**config.mk**
```make
export PLATFORM = sky130hd
export DESIGN_NAME = pc_update_unit
export DESIGN_NICKNAME = d
export VERILOG_FILES = /design/src/rtl/pc_update_unit.sv
export SDC_FILE = /design/constraint.sdc
export NUM_CORES = 1
export LEC_CHECK = 0
export CAP_MARGIN = 20
export CORE_AREA = 3 3 109 111
export DETAILED_ROUTE_END_ITERATION = 6
export DIE_AREA = 0 0 112 114
export GPL_TIMING_DRIVEN = 0
export PLACE_DENSITY = 0.76
export SLEW_MARGIN = 20
export SYNTH_ARGS = -nofsm -noshare
export SYNTH_HDL_FRONTEND = slang
export SYNTH_SLANG_ARGS = --single-unit
```
**constraint.sdc**
```tcl
create_clock -name clk -period 2.85 [get_ports clk]
set_clock_uncertainty 0.15 [all_clocks]
set_input_delay 0.57 -clock clk [delete_from_list [all_inputs] [get_ports clk]]
set_output_delay 0.57 -clock clk [all_outputs]
set_load 0.02 [all_outputs]
```
**src/rtl/pc_update_unit.sv**
```systemverilog
// Program-counter stage of the multi-cycle MIPS datapath: holds PC and EPC,
// selects the next PC, flags misaligned targets and counts taken branches.
module pc_update_unit #(
   parameter logic [31:0] RESET_PC = 32'h0000_0000,
   parameter int          CNT_W    = 16
) (
   input  logic             clk,
   input  logic             reset,
   input  logic             PCWrite,
   input  logic             PCWriteCond,
   input  logic             branch_cond,
   input  logic [2:0]       PCSource,
   input  logic [31:0]      alu_result,
   input  logic [31:0]      alu_out,
   input  logic [25:0]      jump_target,
   input  logic [31:0]      reg_rs,
   input  logic [31:0]      exc_vector,
   input  logic             EPCWrite,
   output logic [31:0]      pc,
   output logic [31:0]      epc,
   output logic             pc_written,
   output logic             pc_misaligned,
   output logic [CNT_W-1:0] branch_taken_cnt
);

   logic [31:0]      r_pc;
   logic [31:0]      r_epc;
   logic             r_pc_written;
   logic             r_pc_misaligned;
   logic [CNT_W-1:0] r_cnt;

   logic        w_pc_req;
   logic        w_source_valid;
   logic [31:0] w_next_pc;
   logic        w_aligned;
   logic        w_do_write;
   logic        w_count;

   assign w_pc_req = PCWrite | (PCWriteCond & branch_cond);

   always_comb begin
      w_next_pc      = 32'h0000_0000;
      w_source_valid = 1'b1;
      case (PCSource)
         3'b000:  w_next_pc = alu_result;
         3'b001:  w_next_pc = alu_out;
         // r_pc already holds PC+4 by the time a jump executes
         3'b010:  w_next_pc = {r_pc[31:28], jump_target, 2'b00};
         3'b011:  w_next_pc = reg_rs;
         3'b100:  w_next_pc = exc_vector;
         3'b101:  w_next_pc = r_epc;
         default: w_source_valid = 1'b0;
      endcase
   end

   assign w_aligned  = (w_next_pc[1:0] == 2'b00);
   assign w_do_write = w_pc_req & w_source_valid & w_aligned;
   assign w_count    = w_do_write & PCWriteCond & branch_cond & (r_cnt != {CNT_W{1'b1}});

   always_ff @(posedge clk) begin
      if (reset) begin
         r_pc            <= RESET_PC;
         r_epc           <= 32'h0000_0000;
         r_pc_written    <= 1'b0;
         r_pc_misaligned <= 1'b0;
         r_cnt           <= '0;
      end else begin
         r_pc_written    <= w_do_write;
         r_pc_misaligned <= w_pc_req & w_source_valid & ~w_aligned;
         if (w_do_write)
            r_pc <= w_next_pc;
         // Same-cycle EPCWrite with PCSource=101 lets the PC take the old EPC
         if (EPCWrite)
            r_epc <= alu_result;
         if (w_count)
            r_cnt <= r_cnt + 1'b1;
      end
   end

   assign pc               = r_pc;
   assign epc              = r_epc;
   assign pc_written       = r_pc_written;
   assign pc_misaligned    = r_pc_misaligned;
   assign branch_taken_cnt = r_cnt;

endmodule

```
==> reports/qor.yml, run 1 <==
syn2layout_area_growth_pct: 69.08
leakagePower_nw: 2.560
final_area_mm2: 0.007074
wire_per_inst_um: 21.72
worstMarginPinSlew_ns: 0.9087
synth_cell_type_count: 50
vdd_drop_max_mv: 0.2617
syn-mean-instance-area_um2: 9.196
start_util: 0.3843
die_w_um: 112
std_cell_rows: 38
hold_class: "register to register"
critPathArrivalTime_ns: 2.90
port_buffers: 241
grt_max_degree: 14
critical_path_required_ns: 2.98
slew_viol_final: 0
clockBufferDepth: 2
worst_setup_path_end_kind: "register"
die_h_um: 114
grtUsageTotal: 0.2759
synth_seq_cells: 82
reg2regPathDepth: 7
cap_viol_max_count: 0
cts_root_buffer: "clkbuf_8"
synth_cells: 455
maxSlewHeadroom: 0.3942
drc: 0
cts_buffers: 9
drt_iter0_markers: 268
cp_cell_sequence: "clkdlybuf4s50_1 > buf_6 > and3b_4 > a22oi_2 > nand4_2 > buf_4 > or4_1 > a21oi_1"
hold-worst-slack_ns: 0.3288
vias: 5003
drive_gt1_frac: 0.07703
synth_edf_count: 0
synthTopCellsByArea: "dfxtp_1, mux2i_1, nor2_1"
antenna_found_initial: 0
max_freq_mhz: 362.0
grt-ovfl-total: 0
pin_count: 245
holdPathStages: 1
rsz0062_at_grt: "false"
syn_nets: 619
slowest_delay_ns: 0.55
clkTransAtPathRegs_ns: 0.08
grt_pass1_wl_um: 27630
antenna_left: 0
drt-total-wl_um: 18550
worst-path-max-fanout: 10
status: "finished, final reports clean"
synth_ff_type: "dfxtp_1"
post-route-period-util: 0.9692
async_reset_ff_frac: 0
dp_hpwl_um: 14030
tns_ns: 0
cts.hold.buffers_added: 0
netlist_area_mm2: 0.004184
grt_pass1_vias: 5032
hold_violations: 0
setup_violations: 0
start_kind: "input pin"
ys_warn_count: 0
n_antenna_cell: 0
fillers: 918
cp_slowest_cell: "clkdlybuf4s50_1"
min_period_ns: 2.762
netlist.area_leader.share: 0.3923
first_pass_iters: 5
routabilityCongestion: 0.9202
coreArea_mm2: 0.01089
synth_seq_area_share: 0.3923
viasPerCell: 5.858
yosysTopAreaCell: "dfxtp_1"
p_per_area_mw_per_mm2: 435.2
clock-sinks: 82
worstSetupPathType: "input pin to register"
die_area_mm2: 0.01277
htree_levels: 3
cts_tree: "built"
clk_latency_ns: 0.36
final_nets: 873
place_area_mm2: 0.006771
synth_stat cells, types with 3 or more instances:
cell       n
a211oi_1   4
a21oi_1   16
a221oi_1  26
a22o_1    26
a22oi_1   26
a311oi_1  26
and3_1     5
buf_1      5
buf_2      7
clkbuf_1  28
dfxtp_1   82
mux2_2     4
mux2i_1   41
nand2_1    5
nand2b_1   3
nand3_1   10
nand4_1    3
nor2_1    67
nor2b_1    4
nor3_1     4
o21ai_0   11
o31ai_1    7
or2_2      5
or4_1      7
placed cells by master (no fill, tap or decap), types with 7 or more instances in the layout:
master           count
a22oi_1             26
nand3_1             10
buf_4                9
clkbuf_8            10
clkdlybuf4s50_1    241
dfxtp_1             82
o21ai_0             11
nor2_1              67
mux2i_1             41
a22o_1              26
a21oi_1             16
a311oi_1            26
clkbuf_1            24
a221oi_1            26
or4_1                7
o31ai_1              7
report_power, final:
group | switching (mW) | total (mW) | leakage (nW) | internal (mW)
combinational | 0.395 | 0.854 | 1.78 | 0.458
clock | 0.442 | 0.957 | 0.109 | 0.515
sequential | 0.0481 | 1.27 | 0.673 | 1.22
final cells by class:
class | instances | area, um^2 | share of cell area
repair buffers | 246 | 2450 | 0.3463
multi-input cells | 328 | 2372 | 0.3353
flip-flops and latches | 82 | 1642 | 0.2320
plain buffers | 41 | 212.7 | 0.03007
well taps | 140 | 175.2 | 0.02476
clock buffers | 11 | 141.4 | 0.01999
clock inverters | 5 | 77.57 | 0.01097
inverters | 1 | 3.754 | 0.0005306
what timing repair did:
action / 4_1_cts / 5_1_grt
endpoints found under the setup margin: 48 / 36
pin swaps: 3 / 1
buffers inserted: 5 / 0
resized for setup: 8 / 15
flip-flops by register name, indices dropped and copies added, names as in the netlist:
signal	cells
epc	32
pc_misaligned	1
pc	32
pc_written	1
branch_taken_cnt	16
worst max-delay path, delay by kind of cell:
kind / cells / cell delay [ns]
AO/OA/AOI/OAI: 2 / 0.46
AND/OR/NAND/NOR: 3 / 0.94
buffers and inverters: 3 / 0.93
worst paths after layout:
kind | end | startpoint | slack, ns
worst min-delay path | pc[1] | pc[1] | 0.33
worst max-delay path | branch_taken_cnt[15] | PCSource[1] | 0.09
worst max register to register | branch_taken_cnt[6] | branch_taken_cnt[6] | 0.35
worst min register to register | pc[1] | pc[1] | 0.33
per-stage QoR:
stage	setup WS (ns)	util	instances	power [mW]
6_report	0.08781	0.6497	854	3.079
5_1_grt	0.01746	0.6497	854	3.191
4_1_cts	0.02335	0.6473	855	3.078
2_1_floorplan	0.2294	-	455	1.639
3_3_place_gp	-0.7672	0.6219	836	2.112
3_5_place_dp	-0.8160	0.6219	836	2.124
logic make-up (layout without fill, tap and decap cells):
| kind of cell | Yosys count | after routing | synth area share |
|---|---|---|---|
| AOI/OAI and AO/OA | 149 | 149 | 0.2772 |
| and+or+nand+nor | 133 | 133 | 0.1708 |
| DFF | 82 | 82 | 0.3923 |
| muxes | 45 | 45 | 0.1089 |
| buffers and inverters | 45 | 304 | 0.04784 |
| adders and majority gates | 1 | 1 | 0.002990 |
layer usage:
| layer | part of all wire | track usage |
|---|---|---|
| met1 | 0.40 | 0.3421 |
| met2 | 0.50 | 0.4796 |
| met3 | 0.088 | 0.07056 |
| met4 | 0.016 | 0.07212 |
| met5 | 0 | 0 |
Power figures use the tool's default switching activity.
==> run 2: changes to the inputs <==
--- a/config.mk
+++ b/config.mk
@@ -5,12 +5,13 @@
 export SDC_FILE = /design/constraint.sdc
 export NUM_CORES = 1
 export LEC_CHECK = 0
+export ABC_AREA = 1
 export CAP_MARGIN = 20
-export CORE_AREA = 3 3 109 111
+export CORE_AREA = 3 3 111 113
 export DETAILED_ROUTE_END_ITERATION = 6
-export DIE_AREA = 0 0 112 114
+export DIE_AREA = 0 0 114 116
 export GPL_TIMING_DRIVEN = 0
-export PLACE_DENSITY = 0.76
+export PLACE_DENSITY = 0.77
 export SLEW_MARGIN = 20
 export SYNTH_ARGS = -nofsm -noshare
 export SYNTH_HDL_FRONTEND = slang
==> reports/qor.yml, run 2 <==
status: "finished, final reports clean"
start_util: 0.3970  # +0.01272
combPwrFrac: 0.259  # -0.018
syn-mean-instance-area_um2: 6.385  # -31%
hp-start: "pc[0]"
place_area_mm2: 0.007134  # +5.4%
synth-xor-area-share: 0.01159  # +0.01159
critPathArrivalTime_ns: 2.69  # -0.21 ns
cp_cell_sequence: "clkdlybuf4s50_1 > inv_1 > nor3_4 > clkbuf_1 > nand2_1 > nand4_1 > nor3_1 > nor2_1"
grt-ovfl-total: 0  # unchanged
routed.top_layer: "met4"
critical_path_required_ns: 2.98  # about the same
cts.hold.buffers_added: 0  # unchanged
rsz0062_at_grt: "false"
cts_root_buffer: "clkbuf_16"
layout_commonest_cell: "clkdlybuf4s50_1"
port_buffers: 242  # +0.41%
post_cts_buffers: 0  # -5
grt_pass1_vias: 5570  # +11%
postLayoutCoreUtil: 0.6501  # about the same
p_seq_frac: 0.387  # -0.025
slowest_delay_ns: 0.58  # +0.03 ns
yosysTopAreaCell: "dfxtp_1"
synth_fa_ha_area_frac: 0.002760  # -0.0002303
drt_iter0_markers: 433  # +62%
clkTransAtPathRegs_ns: 0.06  # -0.02 ns
vias: 5728  # +14%
clk_latency_ns: 0.35  # about the same
synth_simple_gate_area_frac: 0.3746  # +0.2038
synth.mux.area_fraction: 0  # -0.1089
final_cell_mix: "clkdlybuf4s50_1, nand2_1, dfxtp_1"
async_reset_ff_frac: 0  # unchanged
reg2reg_slack_ns: 0.72  # +0.37 ns
start_kind: "input pin"
ctsResizeCount: 0  # -8
htree_levels: 3  # unchanged
synth_ff_type: "dfxtp_1"
routabilityCongestion: 0.9082  # -1.3%
reg2regPathDepth: 8  # +1
worstSetupPathType: "input pin to register"
setup_violations: 0  # unchanged
leakagePower_nw: 3.007  # +17%
hold_class: "register to register"
place_ws_ns: -0.05127  # +0.7648 ns
slew_viol_final: 0  # unchanged
worst-path-max-fanout: 10  # unchanged
pin_count: 245  # unchanged
cap_viol_max_count: 0  # unchanged
die_area_mm2: 0.01322  # +3.6%
cts_tree: "built"
crit_start: "PCSource[1]"
synth_cell_type_count: 30  # -40%
viasPerCell: 5.156  # -12%
synth_edf_count: 0  # unchanged
clockBufferDepth: 2  # unchanged
final_nets: 1127  # +29%
hold-worst-slack_ns: 0.3073  # -0.02152 ns
wl_met1_um: 7933  # +6.7%
p_per_area_mw_per_mm2: 443.4  # +1.9%
grt_max_degree: 13  # -1
drc: 0  # unchanged
ys_warn_count: 0  # unchanged
first_pass_iters: 5  # unchanged
drt-total-wl_um: 20020  # +7.9%
syn_nets: 874  # +41%
post-route-period-util: 0.8972  # -0.07203
synth_seq_area_share: 0.3621  # -0.03021
synth_top_family_by_area: "simple AND/OR/NAND/NOR gates"
worstMarginPinSlew_ns: 0.7252  # -0.1835 ns
final_area_mm2: 0.007423  # +4.9%
min_period_ns: 2.557  # -0.2053 ns
syn2layout_area_growth_pct: 63.76
die_h_um: 116  # +1.8%
clock-sinks: 82  # unchanged
std_cell_rows: 39  # +2.6%
yosysMostFrequentCell: "nand2_1"
wl_met2_um: 9655  # +5.1%
cts_buffers: 9  # unchanged
fin_ws_ns: 0.2931  # +0.2053 ns
worst_setup_path_end_kind: "register"
switching_share: 0.2869  # -0.0006621
max_freq_mhz: 391.1  # +8.0%
die_w_um: 114  # +1.8%
netlist_area_mm2: 0.004533  # +8.3%
grtUsageTotal: 0.3000  # +0.02411
power.total_mw: 3.292  # +6.9%
dr_wl_met3_um: 1913  # +18%
wire_per_inst_um: 18.02  # -17%
netlist.area_leader.share: 0.3621  # -0.03021
drive_gt1_frac: 0.04654  # -0.03050
synthTopCellsByArea: "dfxtp_1, nand2_1, o21ai_0"
dp_hpwl_um: 15330  # +9.3%
maxSlewHeadroom: 0.5165  # +0.1223
synth_compound_area_frac: 0.1535  # -0.1237
power.net_switching_mw: 0.9444  # +6.7%
vdd_drop_max_mv: 0.3244  # +24%
pwr-share-clk: 0.354  # +0.043
cp-endpoint: "pc[27]"
synth_top_cells_by_count: "nand2_1, dfxtp_1, o21ai_0"
grt_pass1_wl_um: 30430  # +10%
synth_seq_cells: 82  # unchanged
synth_cells: 710  # +56%
hold_violations: 0  # unchanged
antenna_left: 0  # unchanged
rr_endpoint: "branch_taken_cnt[5]"
internal-power_mw: 2.347  # +7.0%
coreArea_mm2: 0.01142  # +4.9%
cp_slowest_cell: "clkdlybuf4s50_1"
antenna_found_initial: 1  # +1
rr_startpoint: "branch_taken_cnt[0]"
==> run 2: cell types whose count changed after synthesis, sizes merged, moves of 10 or more <==
cell / delta
nand4: +42
o21ai: +69
nand3: +10
a22oi: -20
nand2: +215
a221oi: -26
nor3: +21
mux2i: -41
a21oi: +30
inv: +56
a22o: -26
a311oi: -26
==> run 2: area by class of cell <==
class	count	area, um^2
diodes	1	2.502
multi-input cells	528	2459
fillers	1094	3995
repair buffers	242	2422
flip-flops and latches	82	1642
well taps	143	178.9
inverters	58	217.7
clock buffers	12	246.5
clock inverters	3	40.04
plain buffers	42	215.2
==> run 2: worst max-delay path, delay by kind of cell <==
kind / cells / cell delay (ns)
buffers and inverters: 3 / 1.22
AND/OR/NAND/NOR: 5 / 0.88
==> run 2: logic make-up after synthesis <==
family | Yosys count
and+or+nand+nor | 387
AOI/OAI and AO/OA | 134
buffers and inverters | 100
DFF | 82
xor gates and xnor gates | 6
adders and majority gates | 1
==> run 2: metrics by stage <==
stage	setup TNS, ns	cells
floorplan	0	710
global placement	-0.1376	1095
detailed placement	-0.2533	1095
CTS	0	1110
global route	0	1111
finish	0	1111
==> run 2: worst min path at each step <==
stage | endpoint | slack [ns] | cells past startpoint
after floorplan | pc[0] | 0.38 | 2
after global placement | pc[0] | 0.30 | 2
after detailed placement | pc[0] | 0.30 | 2
after CTS | pc[0] | 0.31 | 2
after global routing | pc[0] | 0.34 | 2
final | pc[0] | 0.31 | 2
==> run 2: power by group through the flow <==
stage / sequential, mW / clock (mW) / combinational [mW]
finish: 1.27 / 1.17 / 0.851
global route: 1.28 / 1.23 / 0.918
CTS: 1.27 / 1.18 / 0.850
detailed placement: 1.30 / 0 / 0.846
global placement: 1.29 / 0 / 0.844
floorplan: 1.38 / 0 / 0.261
==> run 2: per-layer routing <==
| layer | track usage | vias up |
|---|---|---|
| met5 | 0 | - |
| met4 | 0.09660 | 0 |
| met3 | 0.1180 | 34 |
| met2 | 0.5113 | 246 |
| met1 | 0.3465 | 2611 |
| li1 | - | 2837 |
==> run 3: changes to the inputs <==
--- a/config.mk
+++ b/config.mk
@@ -7,9 +7,10 @@
 export LEC_CHECK = 0
 export ABC_AREA = 1
 export CAP_MARGIN = 20
-export CORE_AREA = 3 3 111 113
+export CORE_AREA = 3 3 127 99
+export CTS_CLUSTER_DIAMETER = 120
 export DETAILED_ROUTE_END_ITERATION = 6
-export DIE_AREA = 0 0 114 116
+export DIE_AREA = 0 0 130 102
 export GPL_TIMING_DRIVEN = 0
 export PLACE_DENSITY = 0.77
 export SLEW_MARGIN = 20
==> reports/qor.yml, run 3 (synthesized netlist as in run 2, its figures left out) <==
status: "finished, final reports clean"
drive_gt1_frac: 0.04757  # +0.001034
htree_levels: 3  # unchanged
cts_root_buffer: "clkbuf_16"
grtUsageTotal: 0.2910  # -0.009035
worst_setup_path_end_kind: "register"
place_inst: 1096  # +0.091%
clk_latency_ns: 0.34  # about the same
hold-worst-slack_ns: 0.3109  # +0.003650 ns
routed.top_layer: "met5"
dp_hpwl_um: 15540  # +1.4%
layout_commonest_cell: "clkdlybuf4s50_1"
drt-total-wl_um: 20000  # -0.10%
viasPerCell: 5.230  # +1.4%
vdd_drop_max_mv: 0.2948  # -9.1%
power.total_mw: 3.363  # +2.2%
min_period_ns: 2.639  # +0.08222 ns
reg2regPathDepth: 8  # unchanged
wl_met2_um: 8896  # -7.9%
clockBufferDepth: 2  # unchanged
cap_viol_max_count: 0  # unchanged
leakagePower_nw: 3.009  # about the same
coreArea_mm2: 0.01144  # +0.22%
worstMarginPinSlew_ns: 0.8029  # +0.07767 ns
wire_per_inst_um: 18.00  # -0.10%
first_pass_iters: 5  # unchanged
wl_met1_um: 8534  # +7.6%
grt_pass1_vias: 5533  # -0.66%
routabilityCongestion: 0.9061  # -0.23%
start_util: 0.3961  # -0.0008681
final_cell_mix: "clkdlybuf4s50_1, nand2_1, dfxtp_1"
drt_iter0_markers: 440  # +1.6%
worstSetupPathType: "input pin to register"
cts.hold.buffers_added: 0  # unchanged
die_area_mm2: 0.01326  # +0.27%
antenna_found_initial: 1  # unchanged
holdPathStages: 2  # unchanged
antenna_left: 0  # unchanged
die_w_um: 130  # +14%
rsz0062_at_grt: "false"
maxSlewHeadroom: 0.4647  # -0.05178
ctsResizeCount: 0  # unchanged
setup_violations: 0  # unchanged
final_nets: 1127  # unchanged
clock-sinks: 82  # unchanged
n_antenna_cell: 0  # -1
hold_class: "register to register"
port_buffers: 242  # unchanged
grt-ovfl-total: 0  # unchanged
drc: 0  # unchanged
hold_violations: 0  # unchanged
syn2layout_area_growth_pct: 64.23
fin_ws_ns: 0.2109  # -0.08222 ns
slew_viol_final: 0  # unchanged
p_per_area_mw_per_mm2: 451.7  # +1.9%
place_ws_ns: -0.1183  # -0.06707 ns
vias: 5811  # +1.4%
dr_wl_met3_um: 1982  # +3.6%
tns_ns: 0  # unchanged
instances_no_fill: 1111  # unchanged
post_cts_buffers: 0  # unchanged
max_freq_mhz: 378.9  # -3.1%
post-route-period-util: 0.9260  # +0.02885
cts_buffers: 9  # unchanged
grt_pass1_wl_um: 29510  # -3.0%
clkTransAtPathRegs_ns: 0.06  # about the same
grt_max_degree: 14  # +1
critical_path_required_ns: 2.93  # -0.05 ns
start_kind: "input pin"
cts_tree: "built"
pin_count: 245  # unchanged
std_cell_rows: 34  # -13%
die_h_um: 102  # -12%
critPathArrivalTime_ns: 2.72  # +0.03 ns
worst-path-max-fanout: 10  # unchanged
==> run 3: changes by cell type in the layout (fill, tap and decap cells not counted) <==
cell        before  now
clkinvlp_4       0    2
bufinv_16        1    2
clkbuf_1        26   25
clkbuf_8         1    0
clkinv_2         2    1
diode_2          1    0
==> run 3: worst paths after layout <==
check	slack [ns]	startpoint	to
worst min-delay path	0.31	pc[0]	pc[0]
worst max register to register	0.67	branch_taken_cnt[0]	branch_taken_cnt[7]
worst max-delay path	0.21	PCSource[0]	pc[7]
worst min register to register	0.31	pc[0]	pc[0]
==> run 3: metal layers <==
metal	global-route usage	up-vias
li1	-	2845
met1	0.3675	2663
met2	0.4646	258
met3	0.1008	43
met4	0.1038	2
met5	0	-
==> run 3: worst max-delay path, cell delays in order <==
cell and delay, ns:
clkdlybuf4s50_1 0.62, nor2_2 0.09, nand2_1 0.14, clkbuf_2 0.31, clkbuf_1 0.51, o21ai_0 0.17
nor3_1 0.23, nor2_1 0.07
==> run 3: power by group <==
part	total, mW	switching, mW	internal, mW
logic	0.853	0.425	0.427
registers	1.27	0.0502	1.22
clock network	1.24	0.475	0.762
total	3.36	0.950	2.41
==> run 3: stage by stage <==
stage                     area, um^2  utilization
after floorplan                 4533            -
after global placement          7136       0.6236
after detailed placement        7136       0.6236
after CTS                       7445       0.6506
after global routing            7445       0.6506
final                           7445       0.6506
==> run 3: layout make-up <==
type	count	area (um^2)
Inverter	58	217.7
Tap cell	144	180.2
Sequential cell	82	1642
Fill cell	1056	3999
Clock inverter	5	80.08
Buffer	42	215.2
Timing Repair Buffer	242	2422
Multi-Input combinational cell	528	2459
Clock buffer	10	229.0
